[src/rtl/pipe_pkg.sv]
// Shared definitions for the pipeline controller: FSM state encoding.
package pipe_pkg;

    localparam logic [1:0] ST_RUN       = 2'd0;
    localparam logic [1:0] ST_REDIRECT  = 2'd1;
    localparam logic [1:0] ST_IMEM_WAIT = 2'd2;
    localparam logic [1:0] ST_HALTED    = 2'd3;

    typedef enum logic [1:0] {
        RUN       = ST_RUN,
        REDIRECT  = ST_REDIRECT,
        IMEM_WAIT = ST_IMEM_WAIT,
        HALTED    = ST_HALTED
    } pipe_state_t;

endpackage

[src/rtl/hazard_detect.sv]
// Load-use hazard detection between the decode-stage sources and a load in EX.
module hazard_detect (
    input  logic       id_valid,
    input  logic [4:0] id_rs1,
    input  logic [4:0] id_rs2,
    input  logic       id_uses_rs1,
    input  logic       id_uses_rs2,
    input  logic       ex_valid,
    input  logic [4:0] ex_rd,
    input  logic       ex_is_load,
    output logic       load_use
);

    logic rs1_hit;
    logic rs2_hit;

    assign rs1_hit  = id_uses_rs1 & (id_rs1 == ex_rd);
    assign rs2_hit  = id_uses_rs2 & (id_rs2 == ex_rd);
    // x0 is never written, so a load targeting it cannot create a hazard
    assign load_use = id_valid & ex_valid & ex_is_load & (ex_rd != 5'd0) & (rs1_hit | rs2_hit);

endmodule

[src/rtl/pipe_ctrl.sv]
// Pipeline control FSM: PC enable, stage stall/flush/valid steering and stall counter.
module pipe_ctrl
    import pipe_pkg::*;
#(
    parameter int CNT_W = 16
) (
    input  logic             i_clk,
    input  logic             i_rst,
    input  logic             i_id_valid,
    input  logic [4:0]       i_id_rs1,
    input  logic [4:0]       i_id_rs2,
    input  logic             i_id_uses_rs1,
    input  logic             i_id_uses_rs2,
    input  logic             i_ex_valid,
    input  logic [4:0]       i_ex_rd,
    input  logic             i_ex_is_load,
    input  logic             i_ex_redirect,
    input  logic             i_imem_ready,
    input  logic             i_dmem_busy,
    input  logic             i_halt,
    output logic             o_pc_en,
    output logic             o_if_valid,
    output logic             o_if_id_stall,
    output logic             o_if_id_flush,
    output logic             o_id_ex_stall,
    output logic             o_id_ex_flush,
    output logic             o_ex_mem_stall,
    output logic             o_halted,
    output logic [1:0]       o_state,
    output logic [CNT_W-1:0] o_stall_cnt
);

    localparam logic [CNT_W-1:0] CNT_MAX = {CNT_W{1'b1}};
    localparam logic [CNT_W-1:0] CNT_ONE = {{(CNT_W-1){1'b0}}, 1'b1};

    pipe_state_t      state;
    pipe_state_t      next_state;
    logic             load_use;
    logic [CNT_W-1:0] stall_cnt;

    hazard_detect u_hazard (
        .id_valid    (i_id_valid),
        .id_rs1      (i_id_rs1),
        .id_rs2      (i_id_rs2),
        .id_uses_rs1 (i_id_uses_rs1),
        .id_uses_rs2 (i_id_uses_rs2),
        .ex_valid    (i_ex_valid),
        .ex_rd       (i_ex_rd),
        .ex_is_load  (i_ex_is_load),
        .load_use    (load_use)
    );

    // Mealy control decode in priority order: reset, halted, dmem, redirect, load-use, fetch
    always_comb begin
        o_pc_en        = 1'b1;
        o_if_valid     = 1'b1;
        o_if_id_stall  = 1'b0;
        o_if_id_flush  = 1'b0;
        o_id_ex_stall  = 1'b0;
        o_id_ex_flush  = 1'b0;
        o_ex_mem_stall = 1'b0;
        next_state     = state;
        if (i_rst) begin
            o_pc_en       = 1'b0;
            o_if_valid    = 1'b0;
            o_if_id_flush = 1'b1;
            o_id_ex_flush = 1'b1;
            next_state    = RUN;
        end else if (state == HALTED) begin
            o_pc_en        = 1'b0;
            o_if_valid     = 1'b0;
            o_if_id_stall  = 1'b1;
            o_id_ex_stall  = 1'b1;
            o_ex_mem_stall = 1'b1;
            next_state     = HALTED;
        end else if (i_dmem_busy) begin
            // whole pipe frozen; a pending redirect stays in EX and is seen again later
            o_pc_en        = 1'b0;
            o_if_valid     = 1'b0;
            o_if_id_stall  = 1'b1;
            o_id_ex_stall  = 1'b1;
            o_ex_mem_stall = 1'b1;
            next_state     = state;
        end else if (i_ex_redirect) begin
            o_if_valid    = 1'b0;
            o_if_id_flush = 1'b1;
            o_id_ex_flush = 1'b1;
            next_state    = REDIRECT;
        end else if (load_use) begin
            o_pc_en       = 1'b0;
            o_if_valid    = i_imem_ready & (state != REDIRECT);
            o_if_id_stall = 1'b1;
            o_id_ex_flush = 1'b1;
            if ((state == IMEM_WAIT) && !i_imem_ready) begin
                next_state = IMEM_WAIT;
            end else begin
                next_state = RUN;
            end
        end else begin
            case (state)
                REDIRECT: begin
                    o_if_valid = 1'b0;
                    next_state = RUN;
                end
                RUN, IMEM_WAIT: begin
                    if (i_imem_ready) begin
                        next_state = RUN;
                    end else begin
                        o_pc_en       = 1'b0;
                        o_if_valid    = 1'b0;
                        o_if_id_stall = 1'b1;
                        next_state    = IMEM_WAIT;
                    end
                end
                default: begin
                    next_state = RUN;
                end
            endcase
        end
        if (!i_rst && i_halt) begin
            next_state = HALTED;
        end else begin
            next_state = next_state;
        end
    end

    // State register and saturating count of cycles the PC was held
    always_ff @(posedge i_clk or posedge i_rst) begin
        if (i_rst) begin
            state     <= RUN;
            stall_cnt <= {CNT_W{1'b0}};
        end else begin
            state <= next_state;
            if (!o_pc_en && (state != HALTED) && (stall_cnt != CNT_MAX)) begin
                stall_cnt <= stall_cnt + CNT_ONE;
            end else begin
                stall_cnt <= stall_cnt;
            end
        end
    end

    assign o_state     = state;
    assign o_halted    = (state == HALTED);
    assign o_stall_cnt = stall_cnt;

endmodule

[config.mk]
export PLATFORM = sky130hd
export DESIGN_NAME = pipe_ctrl
export DESIGN_NICKNAME = d
export VERILOG_FILES = /design/src/rtl/pipe_pkg.sv /design/src/rtl/hazard_detect.sv /design/src/rtl/pipe_ctrl.sv
export SDC_FILE = /design/constraint.sdc
export NUM_CORES = 1
export LEC_CHECK = 0
export ABC_AREA = 1
export CORE_MARGIN = 2
export CORE_UTILIZATION = 48
export CTS_CLUSTER_SIZE = 30
export DETAILED_ROUTE_END_ITERATION = 10
export PLACE_DENSITY = 0.95
export SYNTH_ARGS = -nofsm -noshare
export SYNTH_HDL_FRONTEND = slang
export SYNTH_SLANG_ARGS = --single-unit
[constraint.sdc]
create_clock -name i_clk -period 2.54 [get_ports i_clk]
set_input_delay 0.508 -clock i_clk [delete_from_list [all_inputs] [get_ports i_clk]]
set_output_delay 0.508 -clock i_clk [all_outputs]
set_load 0.005 [all_outputs]
# Word level (Yosys, flattened, before mapping)
# Cells that the tools add are included.
# op_classes
muxes	41
addsub	1
eq_ne	9
n_reduce_logical	10
bitwise	8
# op_table
operator	n
1-bit two-way mux	31
2-bit two-way mux	9
16-bit by 1-bit adder with 16-bit output (second input constant)	1
16-bit != test (second input constant)	1
5-bit equality test	2
1-bit AND	7
5-bit nonzero test	1
2-bit equality test (second input constant)	2
1-bit logical AND	4
4-bit by 2-bit != test with 1-bit output (second input constant)	1
1-bit zero test	3
2-bit by 1-bit equality test with 1-bit output (second input constant)	1
2-bit zero test	1
2-bit by 1-bit != test with 1-bit output (second input constant)	1
2-bit != test (second input constant)	1
1-bit one-hot mux with 2 select lines	1
2-bit OR reduction	1
1-bit OR	1
# totals
elab_cells	71
output_inout_bits	26
regBits	18

# Logic depth before layout (Yosys ltp)
# depth
ltp_word	12
ltp_mapped	12
mapped_depth_nobuf	11

# By module
# From an unflattened synthesis, not the netlist that was laid out.
# hier_totals
cells_unflattened	232
area_unflattened_um2	1461.4
# modules_own_cells
mod	area_per_inst_um2	cells_per_inst	instances
pipe_ctrl	1234.9	176	1
hazard_detect	226.5	56	1

# Least setup slack after synthesis
# No wires, ideal clock.
# synth_timing
kind	input to output
start	input i_rst
end	output o_pc_en
required_ps	2032
slack_ps	453
arrival_time_ps	1579
cell_stages	4
path_buffers	1
cell_sequence	inv_1 > nand3_2 > buf_2 > inv_1
# synth_between
elab_chain_cells	1
# synth_lines
item	line	source
start, declared	pipe_ctrl.sv:8	input logic i_rst,
1-bit two-way mux	pipe_ctrl.sv:63	if (i_rst) begin
end, declared	pipe_ctrl.sv:21	output logic o_pc_en,
# No other way between the ends.

# Worst setup path in the final report
# layout_timing
start	input i_ex_rd[3]
end	output o_pc_en
# layout_between
elab_chain_cells	9
# layout_lines
item	line	source
start, declared	pipe_ctrl.sv:15	input logic [4:0] i_ex_rd,
5-bit equality test (on tied branches)	hazard_detect.sv:17, hazard_detect.sv:18	
1-bit AND (on tied branches)	hazard_detect.sv:17, hazard_detect.sv:18	
1-bit OR	hazard_detect.sv:20	assign load_use = id_valid & ex_valid & ex_is_load & (ex_rd != 5'd0) & (rs1_hit | rs2_hit);
1-bit AND (*)	hazard_detect.sv:20	
1-bit two-way mux (*)	pipe_ctrl.sv:89	end else if (load_use) begin
1-bit two-way mux (*)	pipe_ctrl.sv:84	end else if (i_ex_redirect) begin
1-bit two-way mux (*)	pipe_ctrl.sv:76	end else if (i_dmem_busy) begin
1-bit two-way mux (*)	pipe_ctrl.sv:69	end else if (state == HALTED) begin
1-bit two-way mux (*)	pipe_ctrl.sv:63	
# Mark *: on every way between the ends. The rest lies on a longest branch, timed or not.

==> run metrics <==
post-DR vias/cell=5.39; CTS Buf Count=3; Clock Path Buffers=2; clock sink count=18; utilization after layout=between 70% and 80%; Slowest-stage cell, CP=clkdlybuf4s50_1; FILL cells=about 220; CTS tree=done; status=completed; CP peak stage delay=between 0.4 and 0.5 ns; largest net degree at the start of global routing=20; Die X=slightly below 60 um; Max-Cap Viols=0; # setup viols final=0; total wire length=3.81 mm; IO Pins=52; Die H=59.1 um; average wire per standard cell=~13 um; fin crit share=a little over nine tenths; Final GP Congestion=0.922; commonest non-fill, non-tap cells in the layout=nand2_1 (75), clkdlybuf4s50_1 (45), inv_1 (22); CP cell instances=clkdlybuf4s50_1 > inv_2 > nand2_1 > nand2_1 > nor2_1 > nand3_1 > nand2_2 > nand3_2 > nand3_2 > inv_2 > dlygate4sd2_1; RSZ-0062 raised after global routing=no; post-route insts no fill=302; Residual DRC=0; synthesized area=1460 um2; latest clock arrival within the worst-skew pair=just under 0.3 ns; kind of critical path=input pin to output port; synthesized instance count=218; antenna violations before repair=0; number of global-route vias before repair=1,559; Syn Nets=245; row cnt=19; core box area=2830 um2; flops & latches, synth=18; Die Area=3490 um2; Pwr per Cell Area=~470 nW/um2; relative slew slack=just under 80%; hold slack final=roughly 0.54 ns; final setup TNS=0 ns; Final ANT Viol Nets=0; Remaining Overflow, GRT=0; Worst Skew=0.00451 ns; synth unique cells=30; CTS Hold Buffers Added=0; fmax=411 MHz; initial DRC count=86; Leakage=0.00104 uW; element type at the critical path start=input pin; worst slack, placed=-0.231 ns; critical path arrival=1.93 ns; Crit. End Element=output port; Seq/Total Area, Yosys=30.9%; peak supply drop=0.349 mV; Initial Util=51.5%; PortBufs=51; Final WS setup=0.105 ns; routed vias=1,628; first-pass GRT wire length=6.47 mm; layout cells sized above 1=11.4%; depth of the CTS H-tree=1; HP Class=flop to flop; Final Hold Fails=0; Reg clk slew, reported paths=0.10 ns; Crit Path Max Fanout=4; fin. max-slew vios=0; most common cell after layout, fill and taps aside=nand2_1; Layout area overhead=39.3%; CP required=2.03 ns; Final Net Count=300; dpl hpwl=2.91 mm; Placed Cells=around 300; clock root buffer=clkbuf_4; crit path time final=2.43 ns; First-pass DRT Iterations=4; syn avg cell area=between 6 and 7 um2; worst slew pin tran=0.327 ns; GRT Total Usage=between 20% and 30%; n_diodes=0; Yosys warning total=0
-- routing by layer --
metal / part of all wire [%] / wire length, um / track usage [%] / up-vias
met3: 5.2 / 200 / 5.68 / 8
met5: 0 / 0 / 0 / -
li1: - / - / - / 812
met4: 2.0 / 76 / 8.44 / 0
met2: 50 / 1920 / 42.7 / 61
met1: 42 / 1620 / 27.4 / 747
-- where the power goes --
group	switching [uW]	leakage [uW]	internal (uW)	total [uW]
logic	180	0.000782	212	391
clock network	83.8	0.0000138	55.1	139
registers	81.3	0.000240	333	414
total	345	0.00104	600	945
-- registers in the layout, indices dropped and copies added, names as in the netlist --
name         cells
o_state          2
o_stall_cnt     16
-- Yosys cell counts (all sizes together) --
master	n	area (um2)
nand2	79	304
inv	30	113
nand4	19	119
nor2	19	73.8
dfrtp	18	450
nand3	15	92.6
xor2	8	70.1
nor3	7	51.3
buf	6	47.5
xnor2	5	43.8
o21ai	3	15.0
a21oi	1	5.00
a22o	1	8.76
a31oi	1	6.26
and3	1	6.26
clkbuf	1	3.75
ha	1	12.5
nand2b	1	13.8
nand3b	1	7.51
nor3b	1	12.5
-- layout make-up --
| cell class | count | area (um2) | area share, % |
|---|---|---|---|
| multi-input cells | 163 | 856 | 42.2 |
| flip-flops and latches | 18 | 450 | 22.2 |
| inverters | 30 | 113 | 5.55 |
| well taps | 31 | 38.8 | 1.91 |
| clock buffers | 3 | 22.5 | 1.11 |
| repair buffers | 57 | 548 | 27.0 |
-- logic make-up (layout without fill, tap and decap cells) --
family | Yosys count | count (layout) | share of synthesized area [%]
AND/OR/NAND/NOR | 143 | 143 | 46.7
buffers and inverters | 37 | 90 | 11.3
flip-flops | 18 | 18 | 30.9
XOR/XNOR | 13 | 13 | 7.82
AO/OA/AOI/OAI | 6 | 6 | 2.41
adder cells (fa/ha/maj) | 1 | 1 | 0.859
-- per-stage QoR --
stage | power, uW | area, um2
after floorplan | 617 | 1460
after global placement | 788 | 1990
after detailed placement | 807 | 1990
after CTS | 943 | 2030
after global routing | 1010 | 2030
final | 945 | 2030
-- what timing repair did --
item                       4_1_cts  5_1_grt
setup endpoints to repair        3        3
buffers inserted                 1        0
pin swaps                        3        3
gates resized for setup         13        0
-- critical path, delay by kind of cell --
kind / cells / cell delay [ns]
buffers and inverters: 4 / 0.85
and+or+nand+nor: 7 / 0.57
-- worst paths after layout --
check | from | end | slack, ns | cells after the start
max reg2reg | o_stall_cnt[0] | o_stall_cnt[10] | 0.62 | 8
max in group asynchronous | i_rst | o_stall_cnt[12] | 1.55 | 3
min | o_stall_cnt[9] | o_stall_cnt[9] | 0.54 | 2
max | i_ex_rd[3] | o_pc_en | 0.11 | 11
min reg2reg | o_stall_cnt[9] | o_stall_cnt[9] | 0.54 | 2
min in group asynchronous | i_rst | o_stall_cnt[0] | 0.80 | 3
No activity file was read; power rests on OpenSTA's default activity.
